==> config.mk <==
export PLATFORM = sky130hd
export DESIGN_NAME = wash_phase_timer
export DESIGN_NICKNAME = d
export VERILOG_FILES = /design/src/rtl/wm_pkg.sv /design/src/rtl/tick_prescaler.sv /design/src/rtl/wash_phase_timer.sv
export SDC_FILE = /design/constraint.sdc
export NUM_CORES = 1
export LEC_CHECK = 0
export CAP_MARGIN = 25
export CORE_UTILIZATION = 56
export DETAILED_ROUTE_END_ITERATION = 8
export GPL_TIMING_DRIVEN = 0
export PLACE_DENSITY = 0.81
export SYNTH_ARGS = -nofsm -noshare
export SYNTH_HDL_FRONTEND = slang
export SYNTH_SLANG_ARGS = --single-unit
==> constraint.sdc <==
create_clock -name clk -period 4.9 [get_ports clk]
set_input_delay 0.49 -clock clk [delete_from_list [all_inputs] [get_ports clk]]
set_output_delay 0.49 -clock clk [all_outputs]
set_load 0.05 [all_outputs]
==> src/rtl/wm_pkg.sv <==
// Shared definitions for the washing machine controller and its phase timer.
// phase_e is the one phase encoding both blocks agree on; the DEF_*
// constants are the production phase durations in one-second ticks.
package wm_pkg;

  typedef enum logic [2:0] {
    PH_IDLE      = 3'd0,
    PH_SOAK_LOW  = 3'd1,
    PH_SOAK_HIGH = 3'd2,
    PH_WASH_LOW  = 3'd3,
    PH_WASH_HIGH = 3'd4,
    PH_RINSE     = 3'd5,
    PH_SPIN      = 3'd6,
    PH_DRAIN     = 3'd7
  } phase_e;

  localparam int DEF_TICK_DIV    = 50_000_000;
  localparam int DEF_T_SOAK_LOW  = 600;
  localparam int DEF_T_SOAK_HIGH = 1200;
  localparam int DEF_T_WASH_LOW  = 900;
  localparam int DEF_T_WASH_HIGH = 1800;
  localparam int DEF_T_RINSE     = 600;
  localparam int DEF_T_SPIN      = 300;
  localparam int DEF_T_DRAIN     = 120;

endpackage

==> src/rtl/tick_prescaler.sv <==
// Divides the system clock down to the timer tick rate.
// Ports:
//   clk  - system clock
//   rst  - synchronous active-high reset, clears the count
//   en   - advance the count this cycle; when low the partial tick is held
//   clr  - restart the count at 0 (takes priority over en)
//   tick - high for the one enabled cycle in which the count is TICK_DIV-1
module tick_prescaler #(
  parameter int TICK_DIV = 50_000_000
) (
  input  logic clk,
  input  logic rst,
  input  logic en,
  input  logic clr,
  output logic tick
);

  // A divide-by-1 still needs a one-bit register; it just never leaves 0.
  localparam int PW = (TICK_DIV > 1) ? $clog2(TICK_DIV) : 1;

  logic [PW-1:0] cnt_q;
  logic [PW-1:0] cnt_d;

  assign tick = en && (cnt_q == PW'(TICK_DIV - 1));

  // Wrap on the tick cycle so the next tick is exactly TICK_DIV enabled
  // cycles later; a disabled cycle simply keeps the partial count.
  always_comb begin
    cnt_d = cnt_q;
    if (clr) begin
      cnt_d = '0;
    end else if (tick) begin
      cnt_d = '0;
    end else if (en) begin
      cnt_d = cnt_q + 1'b1;
    end
  end

  always_ff @(posedge clk) begin
    if (rst) begin
      cnt_q <= '0;
    end else begin
      cnt_q <= cnt_d;
    end
  end

endmodule

==> src/rtl/wash_phase_timer.sv <==
// Phase-duration timer feeding the timer_* done inputs of washing_machine.
// It decodes the controller's one-hot phase outputs, loads the duration of
// each newly entered phase, counts it down in prescaled ticks and raises the
// matching timer_* flag once the phase has run its time.
// Ports:
//   clk, rst              - clock and synchronous active-high reset
//   pause                 - freezes countdown and prescaler
//   idle .. drain         - phase indicators from the controller
//   timer_soak_low .. timer_drain - per-phase elapsed flags
//   remaining             - ticks left in the current phase
//   phase_err             - more than one phase indicator is high
module wash_phase_timer
  import wm_pkg::*;
#(
  parameter int TICK_DIV    = DEF_TICK_DIV,
  parameter int CNT_W       = 16,
  parameter int T_SOAK_LOW  = DEF_T_SOAK_LOW,
  parameter int T_SOAK_HIGH = DEF_T_SOAK_HIGH,
  parameter int T_WASH_LOW  = DEF_T_WASH_LOW,
  parameter int T_WASH_HIGH = DEF_T_WASH_HIGH,
  parameter int T_RINSE     = DEF_T_RINSE,
  parameter int T_SPIN      = DEF_T_SPIN,
  parameter int T_DRAIN     = DEF_T_DRAIN
) (
  input  logic             clk,
  input  logic             rst,
  input  logic             pause,
  input  logic             idle,
  input  logic             soak_low,
  input  logic             soak_high,
  input  logic             wash_low,
  input  logic             wash_high,
  input  logic             rinse,
  input  logic             spin,
  input  logic             drain,
  output logic             timer_soak_low,
  output logic             timer_soak_high,
  output logic             timer_wash_low,
  output logic             timer_wash_high,
  output logic             timer_rinse,
  output logic             timer_spin,
  output logic             timer_drain,
  output logic [CNT_W-1:0] remaining,
  output logic             phase_err
);

  localparam longint DUR_LIMIT = longint'(1) << CNT_W;

  if (TICK_DIV < 1) begin : g_bad_div
    $error("wash_phase_timer: TICK_DIV must be at least 1");
  end

  if (T_SOAK_LOW >= DUR_LIMIT || T_SOAK_HIGH >= DUR_LIMIT ||
      T_WASH_LOW >= DUR_LIMIT || T_WASH_HIGH >= DUR_LIMIT ||
      T_RINSE >= DUR_LIMIT || T_SPIN >= DUR_LIMIT || T_DRAIN >= DUR_LIMIT) begin : g_bad_dur
    $error("wash_phase_timer: a phase duration does not fit in CNT_W bits");
  end

  function automatic logic [CNT_W-1:0] phaseDuration(input phase_e ph);
    logic [CNT_W-1:0] dur;
    dur = '0;
    case (ph)
      PH_SOAK_LOW:  dur = CNT_W'(T_SOAK_LOW);
      PH_SOAK_HIGH: dur = CNT_W'(T_SOAK_HIGH);
      PH_WASH_LOW:  dur = CNT_W'(T_WASH_LOW);
      PH_WASH_HIGH: dur = CNT_W'(T_WASH_HIGH);
      PH_RINSE:     dur = CNT_W'(T_RINSE);
      PH_SPIN:      dur = CNT_W'(T_SPIN);
      PH_DRAIN:     dur = CNT_W'(T_DRAIN);
      default:      dur = '0;
    endcase
    return dur;
  endfunction

  logic [7:0]       phaseIn;
  logic [3:0]       nHigh;
  phase_e           phaseDec;
  logic             decValid;
  logic             load;
  logic             counting;
  logic             tick;
  logic [CNT_W-1:0] loadDur;

  phase_e           phase_q, phase_d;
  logic [CNT_W-1:0] cnt_q, cnt_d;
  logic             done_q, done_d;

  // Bit index of each indicator equals its phase_e code, so the position of
  // the single high bit is the phase. idle alone and nothing-high both land
  // on PH_IDLE.
  assign phaseIn = {drain, spin, rinse, wash_high, wash_low, soak_high, soak_low, idle};

  always_comb begin
    nHigh    = '0;
    phaseDec = PH_IDLE;
    for (int i = 0; i < 8; i++) begin
      nHigh = nHigh + {3'b000, phaseIn[i]};
    end
    for (int i = 1; i < 8; i++) begin
      if (phaseIn[i]) begin
        phaseDec = phase_e'(3'(i));
      end
    end
  end

  assign decValid  = (nHigh < 4'd2);
  assign phase_err = !decValid;
  assign load      = decValid && (phaseDec != phase_q);
  assign counting  = decValid && (phase_q != PH_IDLE) && !pause && !done_q;
  assign loadDur   = phaseDuration(phaseDec);

  tick_prescaler #(
    .TICK_DIV(TICK_DIV)
  ) u_prescaler (
    .clk (clk),
    .rst (rst),
    .en  (counting),
    .clr (load),
    .tick(tick)
  );

  // A phase change always wins over a tick on the same edge, so a phase left
  // right as its time runs out never flashes its timer_* flag. A zero-length
  // working phase is complete the moment it is entered.
  always_comb begin
    phase_d = phase_q;
    cnt_d   = cnt_q;
    done_d  = done_q;
    if (load) begin
      phase_d = phaseDec;
      cnt_d   = loadDur;
      done_d  = (phaseDec != PH_IDLE) && (loadDur == '0);
    end else if (tick && (cnt_q != '0)) begin
      cnt_d = cnt_q - 1'b1;
      if (cnt_q == CNT_W'(1)) begin
        done_d = 1'b1;
      end
    end
  end

  always_ff @(posedge clk) begin
    if (rst) begin
      phase_q <= PH_IDLE;
      cnt_q   <= '0;
      done_q  <= 1'b0;
    end else begin
      phase_q <= phase_d;
      cnt_q   <= cnt_d;
      done_q  <= done_d;
    end
  end

  assign remaining       = cnt_q;
  assign timer_soak_low  = done_q && (phase_q == PH_SOAK_LOW)  && !phase_err;
  assign timer_soak_high = done_q && (phase_q == PH_SOAK_HIGH) && !phase_err;
  assign timer_wash_low  = done_q && (phase_q == PH_WASH_LOW)  && !phase_err;
  assign timer_wash_high = done_q && (phase_q == PH_WASH_HIGH) && !phase_err;
  assign timer_rinse     = done_q && (phase_q == PH_RINSE)     && !phase_err;
  assign timer_spin      = done_q && (phase_q == PH_SPIN)      && !phase_err;
  assign timer_drain     = done_q && (phase_q == PH_DRAIN)     && !phase_err;

endmodule

==> results of run 1 <==
-- timing repair --
item,CTS,global route
buffers inserted,0,0
hold buffers,0,0
setup endpoints to repair,8,27
gates resized for setup,42,12
-- registers in the layout, indices dropped and copies added (netlist names) --
signal / count
phase_q: 3
remaining: 16
u_prescaler.cnt_q: 26
done_q: 1
-- metrics by stage --
step	instances	setup slack [ns]	TNS [ns]	area [µm²]	util, %
2_1_floorplan	336	0.365	0	2770	-
3_3_place_gp	437	-0.674	-6.87	3200	67.3
3_5_place_dp	437	-0.737	-9.93	3200	67.3
4_1_cts	445	0.0270	0	3290	69.1
5_1_grt	445	-0.0335	-0.139	3320	69.8
6_report	445	0.124	0	3320	69.8
-- cell families (layout without fill, tap and decap cells) --
group,after synthesis,count (layout)
AOI/OAI and AO/OA,40,40
xor gates and xnor gates,38,38
adders and majority gates,9,9
buffers and inverters,24,66
DFF,46,46
muxes,1,1
and+or+nand+nor,178,178
-- cell type report --
type                            instances  area (µm²)
Multi-Input combinational cell        266        1780
Fill cell                             401        1440
Buffer                                  9        53.8
Tap cell                               67        83.8
Clock inverter                          2        37.5
Sequential cell                        46         921
Clock buffer                            6        72.6
Timing Repair Buffer                   34         318
Inverter                               15        56.3
-- report_power, final --
part	internal (mW)	switching [mW]
clock network	0.152	0.129
logic	0.209	0.386
registers	0.411	0.0472
total	0.772	0.562
-- critical path, stage by stage --
cell,delay [ns]
clkdlybuf4s50_1,0.49
fa_1,0.52
inv_1,0.05
fa_1,0.49
fa_1,0.43
nand2b_1,0.17
fa_1,0.51
nand4bb_1,0.14
o22ai_2,0.25
buf_4,0.21
nand3b_1,0.15
nor2_1,0.14
clkbuf_4,0.24
-- per-layer routing --
layer	GRT usage, %	vias to the layer above
met5	0	-
met4	9.80	0
met3	3.75	10
met2	41.3	92
met1	35.7	1221
li1	-	1274
-- synth_stat cells (7+ instances only) --
cell type | number | area, µm²
nand3_1 | 15 | 75.1
xnor2_1 | 20 | 175
nor4_1 | 7 | 43.8
nand2_1 | 25 | 93.8
xor2_1 | 18 | 158
inv_1 | 15 | 56.3
nor3_1 | 14 | 70.1
nor2_1 | 58 | 218
nand4_1 | 12 | 75.1
dfxtp_1 | 46 | 921
o21ai_0 | 9 | 45.0
a21oi_1 | 11 | 55.1
-- worst paths after layout --
check / endpoint / slack [ns] / depth (start not counted)
setup reg to reg: remaining[1]$_SDFFE_PP0P_ / 2.47 / 8
setup / recovery: timer_spin / 0.12 / 13
hold / removal: u_prescaler.cnt_q[22]$_SDFFE_PP0P_ / 0.52 / 2
hold reg to reg: u_prescaler.cnt_q[22]$_SDFFE_PP0P_ / 0.52 / 2
==> metrics, run 1 <==
status=finished clean; max_cap viols=0; commonest cells after routing, fill and taps aside=nor2_1, dfxtp_1, clkdlybuf4s50_1; initial antenna violation count=0; clock tree buffer depth=2; detailed placement HPWL=4770 µm; RSZ-0062 raised after global routing=true; Critical Path End Type=output pin; TritonRoute pass-1 iters=4; Die Area=5230 µm²; vias in the first global route=2,304; drt drc=0; final setup fails=0; Max H-tree Level=2; clk sink count=46; layout cells sized above 1=11.4%; CP arrival=4.29 ns; num ports=35; CP max FO=10; detailed-route via count=2,597; hold slack=0.516 ns; Initial Util=58.2%; wire length on met1=2980 µm; total track usage=25.9%; first-pass GRT wire length=10,700 µm; CTS Root Buffer Type=clkbuf_8; hold_sp=u_prescaler.cnt_q[22]$_SDFFE_PP0P_; Die Ht=72.3 µm; power density over the cells=402 nW/µm²; synth warn=0; CTS buffer count=5; max_slew headroom=63.4%; row count=25; number of synthesized flops with an enable pin=0; post-synthesis adder-cell area fraction=5.15%; drt total wl=6450 µm; DR top layer=met4; total leakage power=1.17 nW; period utilization=97.5%; compound-cell area share of the yosys netlist=9.62%; Post-Synthesis Cells=336; PortBufs=34; n_diodes=0; Hold WC Path Type=reg2reg; CP startpoint=wash_low; Post-Synth Simple-Gate Area=35.8%; most common cell after layout, fill and taps aside=nor2_1; Vias/cell=5.84; Fin Clk Skew=0.00630 ns; Iter 0 DRT Violations=162; Critical Path RT=4.41 ns; main combinational cell family by area after synthesis=simple AND/OR/NAND/NOR gates; Avg WL per Cell=14.5 µm; Pwr Total=1.33 mW; Post-DRT Antenna Nets=0; crit path time final=4.78 ns; routability cong.=0.875; Synth async-reset ratio=0%; CTS tree=yes; Core Region=4750 µm²; Clk Latency, worst-skew pair=0.30 ns; largest net degree at the start of global routing=15; R2R Path Start=remaining[0]$_SDFFE_PP0P_; mux cell area share after synthesis=0.407%; Layout area overhead=19.9%; met3 WL=286 µm; dominant synthesized flop cell=dfxtp_1; syn nets=356; CTS clock-pin slew for the worst setup and hold paths=0.08 ns; Avg Inst Size Synth=8.24 µm²; kind of critical path=in2out; post-synthesis sequential area ratio=33.3%; Post-Syn Area=2770 µm²; Peak VDD IR=0.225 mV; Fmax achieved=209 MHz; metal2 WL=3110 µm; synth unique cells=57; xor/xnor cell area share of the yosys netlist=12.0%; Startpoint Class=input port; fin. max-slew vios=0; Nets=397; worst-margin pin slew=0.546 ns; Synth Register Bits=46; Hold Vio Cnt, Final=0; GR Overflow Total=0; Die Width=72.3 µm
No activity file was read; power rests on OpenSTA's default activity.
==> run 2, diff against run 1 <==
- PLACE_DENSITY: 0.81 -> 0.8
- SLEW_MARGIN: default -> 10
- SYNTH_HIERARCHICAL: default -> 1
==> run 2 against run 1 <==
The run now ends with negative setup slack left. Cell count rose by 2.9%. Register-to-register slack got worse by 0.86 ns. Setup slack lost 0.60 ns. Area after synthesis is 0.23% higher. Clock skew grew 0.00085 ns. Via count grew 6.9%. Critical path depth rose by 5. Maximum frequency down 11%. Sequential share of layout area is 2.8 points lower. First-iteration DRC count is 40% higher. Hold slack worse by 0.0019 ns. Cell area rose by 11%.
==> metrics, run 2 <==
Layout area overhead=33.1%; Vias/cell=6.06 (+3.9%); setup TNS=-1.95 ns (-1.95 ns); number of synthesized flops with an enable pin=0 (unchanged); Startpoint Class=input port; synth warn=6 (+6); count leader, synth=dfxtp_1; status=finished, violations left; violated checks=negative setup slack; drt total wl=6920 µm (+7.4%); Synth async-reset ratio=0% (unchanged); Avg Inst Size Synth=8.46 µm² (+2.7%); TritonRoute pass-1 iters=5 (+1); routability cong.=0.791 (-9.6%); max_cap viols=0 (unchanged); n_diodes=0 (unchanged); clk sink count=46 (unchanged); PortBufs=32 (-5.9%); Synth Register Bits=46 (unchanged); Peak VDD IR=0.259 mV (+15%); Hold Vio Cnt, Final=0 (unchanged); Clk Latency, worst-skew pair=0.30 ns (about the same); # fillers=351 (-12%); Final Worst Setup Slack=-0.478 ns (-0.602 ns); most common cell after layout, fill and taps aside=dfxtp_1; Post-Syn Area=2780 µm² (+0.23%); area leader, netlist=dfxtp_1; syn nets=348 (-2.2%); largest net degree at the start of global routing=15 (unchanged); Core Util, Final=77.7% (+7.9 points); row count=25 (unchanged); crit path time final=5.38 ns (+0.602 ns); Fmax achieved=186 MHz (-11%); Max H-tree Level=2 (unchanged); reg2reg setup slack=1.61 ns (-0.86 ns); vias in the first global route=2,494 (+8.2%); Critical Path RT=5.12 ns (+0.71 ns); Initial Util=58.4% (+0.13 points); CTS buffer count=5 (unchanged); initial antenna violation count=0 (unchanged); Setup WS pre-CTS=-1.85 ns (-1.11 ns); Post-DRT Antenna Nets=0 (unchanged); power density over the cells=371 nW/µm² (-7.6%); worst-margin pin slew=0.535 ns (-0.0103 ns); largest reg by FF count=u_prescaler/cnt_q; max_slew headroom=64.0% (+0.63 points); Post-synth top cells=dfxtp_1, nor2_1, nor3_1; RSZ-0062 raised after global routing=true; Post-Synthesis Cells=328 (-2.4%); Die Area=5240 µm² (+0.22%); fin. max-slew vios=0 (unchanged); max reg flops=26 (unchanged); Die Ht=72.4 µm (+0.11%); clock tree buffer depth=2 (unchanged); detailed-route via count=2,777 (+6.9%); CTS tree=yes; top post-synthesis cells by area=dfxtp_1, xnor2_1, nor2_1, xor2_1, a211oi_1; Die Width=72.4 µm (+0.11%); share of the synthesized area in the top cell type=33.2% (-0.075 points); CTS Root Buffer Type=clkbuf_8; Fin Clk Skew=0.00715 ns (+0.000850 ns); synth unique cells=59 (+3.5%); total track usage=27.1% (+1.1 points); num ports=35 (unchanged); Iter 0 DRT Violations=226 (+40%); dominant synthesized flop cell=dfxtp_1; Core Region=4750 µm² (unchanged); Critical Path End Type=flop; CP max FO=2 (-8); Avg WL per Cell=15.1 µm (+4.4%); Hold WC Path Type=reg2reg; total leakage power=1.23 nW (+5.3%); drt drc=0 (unchanged); period utilization=110% (+12 points); CTS clock-pin slew for the worst setup and hold paths=0.09 ns (about the same); detailed placement HPWL=4520 µm (-5.3%); GR Overflow Total=0 (unchanged); layout cells sized above 1=22.8% (+11 points); post-synthesis sequential area ratio=33.2% (-0.075 points); kind of critical path=in2reg; commonest cells after routing, fill and taps aside=dfxtp_1, nor2_1, clkdlybuf4s50_1; final setup fails=10 (+10); first-pass GRT wire length=11,200 µm (+4.3%); Nets=410 (+3.3%); CP arrival=5.60 ns (+1.31 ns)
run 2: cell types whose count changed in the layout (fill, tap and decap cells not counted), sizes merged, moves of 6 or more:
cell / previous run / this run
o31ai: 1 / 9
a211oi: 3 / 13
xor2: 18 / 12
xnor2: 20 / 13
buf: 10 / 35
or3: 2 / 9
nand2: 25 / 15
nor2: 58 / 30
run 2: what timing repair did:
item	CTS	global route
hold buffers	0	0
resized for setup	34	21
cloned	1	0
buffers inserted	15	10
pin swaps	28	28
setup endpoints to repair	51	50
hold endpoints to repair	0	0
run 2: report_power, final:
group          leakage, nW  internal (mW)  switching (mW)  total [mW]
clock network       0.0514          0.152           0.128       0.280
logic                0.808          0.230           0.386       0.616
registers            0.373          0.411          0.0650       0.475
total                 1.23          0.792           0.579        1.37
run 2: per-stage QoR:
| step | std cells | hold WS (ns) | cell area [µm²] | power (mW) |
|---|---|---|---|---|
| after floorplan | 328 | 0.465 | 2880 | 0.874 |
| after global placement | 427 | 0.488 | 3290 | 1.01 |
| after global routing | 458 | 0.520 | 3690 | 1.45 |
| final | 458 | 0.514 | 3690 | 1.37 |
| after detailed placement | 427 | 0.499 | 3290 | 1.02 |
| after CTS | 451 | 0.511 | 3560 | 1.34 |
run 2: cells by family after synthesis:
group,synth area share (%)
AOI/OAI and AO/OA,17.8
DFF,33.2
and+or+nand+nor,29.9
muxes,1.13
xor gates and xnor gates,7.89
adders and majority gates,5.14
buffers and inverters,4.96
run 2: final cells by class:
cell class                      count  area [µm²]  share of cell area, %
Inverter                           16        60.1                   1.63
Buffer                             15        85.1                   2.30
Tap cell                           67        83.8                   2.27
Clock inverter                      2        37.5                   1.02
Timing Repair Buffer               56         508                   13.8
Multi-Input combinational cell    250        1930                   52.1
Clock buffer                        6        72.6                   1.96
Sequential cell                    46         921                   24.9
run 2: final timing paths:
kind                                      startpoint                                 end  cells past startpoint
setup / recovery                            soak_low          remaining[13]$_SDFFE_PP0P_                     18
hold / removal    u_prescaler/cnt_q[23]$_SDFFE_PP0P_  u_prescaler/cnt_q[23]$_SDFFE_PP0P_                      2
setup reg to reg             phase_q[0]$_SDFFE_PP0P_          remaining[13]$_SDFFE_PP0P_                     11
hold reg to reg   u_prescaler/cnt_q[23]$_SDFFE_PP0P_  u_prescaler/cnt_q[23]$_SDFFE_PP0P_                      2
run 2: critical path, stage by stage:
cell	delay, ns
buf_6	0.10
fa_1	0.52
inv_1	0.05
fa_1	0.51
fa_2	0.45
nand2b_4	0.15
fa_2	0.36
nor4b_4	0.30
o21ai_4	0.10
nor4_4	0.32
nand3_2	0.13
or4_4	0.45
nor3_4	0.20
or3b_4	0.43
nor4_4	0.26
nand3_2	0.12
or4_4	0.43
a211oi_2	0.23
run 2: metal layers:
layer  share of wire [%]  GRT usage (%)  up-vias
met1                  43           34.3     1320
met2                  50           46.4       84
met5                   0              0        -
met3                 4.3           3.75       23
li1                    -              -     1350
met4                 2.9           10.5        0
==> run 3, diff against run 2 <==
- PLACE_DENSITY: 0.8 -> default
- PLACE_DENSITY_LB_ADDON: default -> 0.3
==> run 3 against run 2 <==
The flow still finishes with violations (negative setup slack). Maximum frequency decreased by 0.66%. Setup slack got worse by 0.036 ns. Via count about the same. Global-route usage increased by 0.11 points. Combinational power about the same. Register-to-register slack got worse by 0.04 ns. Core utilization decreased by 2.3 points. Critical path type unchanged. Largest cell class unchanged.
==> metrics, run 3 (synthesis gave the netlist of run 2 again) <==
slowest CP cell=fa_1; commonest cells after routing, fill and taps aside=dfxtp_1, nor2_1, clkdlybuf4s50_1; hold slack=0.509 ns (-0.00560 ns); max reg flops=26 (unchanged); Final Worst Setup Slack=-0.513 ns (-0.0355 ns); fin. max-slew vios=0 (unchanged); hold_buf cts=0 (unchanged); Critical Path, Cell by Cell=buf_6 -> fa_1 -> inv_1 -> fa_1 -> fa_2 -> nand2b_4 -> fa_2 -> nor4b_4 -> o21ai_4 -> nor4_4 -> nand3_2 -> or4_4 -> nor3_4 -> or3b_4 -> nor4_4 -> nand3_2 -> or4_4 -> a211oi_2; Critical Path End Type=flop; most common cell after layout, fill and taps aside=dfxtp_1; # fillers=352 (+0.28%); worst-margin pin slew=0.618 ns (+0.0829 ns); Die Ht=72.4 µm (unchanged); Core Util, Final=75.4% (-2.3 points); Nets=402 (-2.0%); total leakage power=1.18 nW (-4.1%); Post-DRT Antenna Nets=0 (unchanged); final setup fails=10 (unchanged); CTS Root Buffer Type=clkbuf_8; PortBufs=32 (unchanged); Die Area=5240 µm² (unchanged); kind of critical path=in2reg; Critical Path RT=5.12 ns (about the same); drt total wl=6960 µm (+0.48%); routability cong.=0.804 (+1.7%); layout cells sized above 1=19.6% (-3.2 points); largest net degree at the start of global routing=15 (unchanged); first-pass GRT wire length=11,500 µm (+2.5%); CTS tree=yes; crit path time final=5.41 ns (+0.0355 ns); TritonRoute pass-1 iters=4 (-1); CP arrival=5.64 ns (+0.04 ns); Finished Layout Cells=450 (-1.7%); critical path's largest stage delay=0.53 ns (about the same); GR Overflow Total=0 (unchanged); vias in the first global route=2,547 (+2.1%); Startpoint Class=input port; Vias/cell=6.17 (+1.8%); Hold Vio Cnt, Final=0 (unchanged); CTS clock-pin slew for the worst setup and hold paths=0.09 ns (about the same); Hold WC Path Type=reg2reg; detailed-route via count=2,778 (+0.036%); num ports=35 (unchanged); area of the multi-input gates=1900 µm² (-1.6%); status=finished, violations left; Layout area overhead=29.2%; Fin Clk Skew=0.00494 ns (-0.00221 ns); largest reg by FF count=u_prescaler/cnt_q; clk sink count=46 (unchanged); clock tree buffer depth=2 (unchanged); max_cap viols=0 (unchanged); total track usage=27.2% (+0.11 points); Iter 0 DRT Violations=209 (-7.5%); power density over the cells=371 nW/µm² (-0.19%); drt drc=0 (unchanged); final instance area=3590 µm² (-2.9%); period utilization=110% (+0.73 points); Inst Count DP=427 (unchanged); CP max FO=4 (+2); RSZ-0062 raised after global routing=true; n_diodes=0 (unchanged); Core Region=4750 µm² (unchanged); row count=25 (unchanged); CTS buffer count=5 (unchanged); Seq. cell area=921 µm² (unchanged); initial antenna violation count=0 (unchanged); violated checks=negative setup slack; detailed placement HPWL=4660 µm (+3.0%); Fmax achieved=185 MHz (-0.66%); Clk Latency, worst-skew pair=0.30 ns (about the same); Die Width=72.4 µm (unchanged); placed cell area=3290 µm² (unchanged); Max H-tree Level=2 (unchanged); Peak VDD IR=0.272 mV (+5.0%); Avg WL per Cell=15.5 µm (+2.3%); max_slew headroom=58.4% (-5.6 points); Setup WS pre-CTS=-1.85 ns (-0.000340 ns); Initial Util=58.4% (unchanged)
run 3: cell count changes in the layout (fill, tap and decap cells not counted), moves of 2 or more:
cell / before / now
a21oi_1: 11 / 13
buf_4: 24 / 13
or4_1: 6 / 8
or4_4: 6 / 4
buf_6: 6 / 8
a21oi_2: 3 / 1
run 3: layout make-up:
class                           count  share of cell area, %
Clock inverter                      2                  0.384
Tap cell                           67                   2.34
Buffer                             15                   2.41
Timing Repair Buffer               48                   12.6
Sequential cell                    46                   25.7
Multi-Input combinational cell    250                   52.9
Clock buffer                        6                   2.02
Inverter                           16                   1.67
run 3: per-layer routing:
metal	vias to the layer above	share of wire (%)	wire length, µm	global-route usage [%]
met1	1343	43	2970	34.2
met5	-	0	0	0
li1	1336	-	-	-
met3	20	3.9	273	3.61
met2	79	51	3560	48.1
met4	0	2.1	144	8.50
run 3: critical path: cells and delay by family:
kind	cells	cell delay, ns
fa+ha+maj	4	1.85
compound gates	2	0.33
buf+inv	2	0.14
simple gates	10	2.82
run 3: power by group:
group	internal, mW	switching [mW]	leakage [nW]
logic	0.223	0.395	0.764
registers	0.411	0.0690	0.373
clock network	0.101	0.131	0.0452
run 3: what timing repair did:
action / in CTS / in global routing
setup buffers: 15 / 1
setup endpoints to repair: 51 / 50
gates resized for setup: 36 / 11
gates cloned: 1 / 0
pin swaps: 30 / 17
run 3: stage by stage:
step | total power [mW] | TNS [ns]
2_1_floorplan | 0.874 | -5.11
3_3_place_gp | 1.01 | -38.49
3_5_place_dp | 1.02 | -41.68
4_1_cts | 1.30 | -6.36
5_1_grt | 1.40 | -4.56
6_report | 1.33 | -2.52
run 3: path summary, 6_finish.rpt:
check	start	end	slack (ns)	cells after the start
hold reg to reg	u_prescaler/cnt_q[23]$_SDFFE_PP0P_	u_prescaler/cnt_q[23]$_SDFFE_PP0P_	0.51	2
hold / removal	u_prescaler/cnt_q[23]$_SDFFE_PP0P_	u_prescaler/cnt_q[23]$_SDFFE_PP0P_	0.51	2
setup / recovery	soak_low	remaining[13]$_SDFFE_PP0P_	-0.51	18
setup reg to reg	phase_q[0]$_SDFFE_PP0P_	remaining[13]$_SDFFE_PP0P_	1.57	11
==> patch: new RTL, settings of run 3 <==
Change the parameter `CNT_W` from 16 to 32.
--- a/src/rtl/wash_phase_timer.sv
+++ b/src/rtl/wash_phase_timer.sv
@@ -14,5 +14,5 @@
 #(
   parameter int TICK_DIV    = DEF_TICK_DIV,
-  parameter int CNT_W       = 16,
+  parameter int CNT_W       = 32,
   parameter int T_SOAK_LOW  = DEF_T_SOAK_LOW,
   parameter int T_SOAK_HIGH = DEF_T_SOAK_HIGH,
Ports: changed (resized remaining); port bits go from 35 to 51. No check against the original RTL was run, so the function may have changed too.
==> patch against run 3 <==
The flow still finishes with violations (negative setup slack). Final cell count is 30% higher. Wire length is 57% higher. Setup slack better by 0.14 ns. Synthesized cell count is 29% higher. Synthesized area is 26% higher. Final area is 35% higher. Hold slack better by 0.0034 ns. Power is 43% higher. Register-to-register slack worse by 0.06 ns. Die area is 26% higher. Sequential cell count is 16 higher.
==> patch: results (changes against run 3) <==
- Clock-net power: 0.000508 W (+120%)
- WL final: 10950 um (+57%)
- Final Skew: 0.01012 ns (+0.005187 ns)
- Internal power: 0.001099 W (+50%)
- Met1 WL: 4227 um (+42%)
- Outcome: finished with violations
- Register area share after synthesis: 35.37% (+2.2 points)
- H-tree levels: 3 (+1)
- Post-CTS setup buffer count: 16 (+1)
- Crit-path max FO: 3 (-1)
- Maximum resistive drop on vdd: 0.3514 mV (+29%)
- Routed length on met3: 728 um (+170%)
- Finished Layout Cells: 584 (+30%)
- Global routing usage on met2: 50.42% (+2.3 points)
- Clock insertion delay at the later pin of the skew report: 0.35 ns (+0.05 ns)
- Mapped Cells: 422 (+29%)
- Pre-antenna DRT Iters: 6 (+2)
- Synth cell types: 62 (+5.1%)
- Grt met1 use: 35.10% (+0.93 points)
- CTS resizes: 41 (+14%)
- Final setup fails: 20 (+10)
- Relative slew margins: 25.43% (-33 points)
- Port Buf Inserts: 49 (+53%)
- Largest net degree at the start of global routing: 12 (-3)
- Max FFs per register: 32 (+23%)
- GR Layer Usage met3: 6.292% (+2.7 points)
- Starting DRC count in detailed routing: 482 (+130%)
- Synth top cells by count: 62 x dfxtp_1, 51 x nor2_1, 25 x nor3_1
- Post-synthesis compound-gate area fraction: 13.83% (-4.0 points)
- Post-synthesis adder-cell area fraction: 4.064% (-1.1 points)
- DP HPWL: 6057 um (+30%)
- Placer Congestion: 0.8909 (+11%)
- Failing checks: negative setup slack
- Met2 routed WL: 5463 um (+53%)
- First-pass GRT wire length: 14990 um (+31%)
- Number of CTS-inserted buffers: 9 (+4)
- Static Leak: 1.725 nW (+46%)
- Final worst slack: -0.3695 ns (+0.1439 ns)
- Mux cell area share after synthesis: 0.6061% (-0.52 points)
- Cell count after placement: 546 (+28%)
- Final Net Count: 525 (+31%)
- Synth Net Count: 442 (+27%)
- Tot GR Track Use: 29.71% (+2.5 points)
- P_sw: 0.0008050 W (+35%)
- CP Data Arrival Time: 5.49 ns (-0.15 ns)
-- patch: changes by cell type after synthesis, moves of 8 or more --
| cell | delta |
|---|---|
| nand3_1 | +9 |
| nand2_1 | +8 |
| a211oi_1 | -12 |
| nor3_1 | +8 |
| xor2_1 | +10 |
| nor2_1 | +21 |
| dfxtp_1 | +16 |
-- patch: path summary, 6_finish.rpt --
check                                          start                                 end  slack [ns]  depth (start not counted)
setup / recovery                            wash_low          remaining[25]$_SDFFE_PP0P_       -0.37                         20
hold / removal    u_prescaler/cnt_q[23]$_SDFFE_PP0P_  u_prescaler/cnt_q[23]$_SDFFE_PP0P_        0.51                          2
hold reg to reg   u_prescaler/cnt_q[23]$_SDFFE_PP0P_  u_prescaler/cnt_q[23]$_SDFFE_PP0P_        0.51                          2
setup reg to reg             phase_q[0]$_SDFFE_PP0P_          remaining[25]$_SDFFE_PP0P_        1.51                         12
-- patch: layout make-up --
class                           count  area [sq um]
Buffer                             18         92.59
Clock buffer                       11         151.4
Clock inverter                      4         70.07
Fill cell                         343          1137
Inverter                           17         63.81
Multi-Input combinational cell    323          2425
Sequential cell                    62          1241
Tap cell                           75         93.84
Timing Repair Buffer               74         715.7
-- patch: stage by stage --
stage          setup slack [ns]  hold WS, ns  cell area, sq um  setup TNS, ns  util, %
2_1_floorplan           -0.6584       0.4652              3636         -6.252        -
3_3_place_gp             -1.445       0.4823              4220         -44.89    70.45
3_5_place_dp             -1.633       0.4945              4220         -53.15    70.45
4_1_cts                 -0.2970       0.5056              4631         -2.159    77.30
5_1_grt                 -0.4782       0.5389              4853         -6.255    81.02
6_report                -0.3695       0.5123              4853         -3.607    81.02
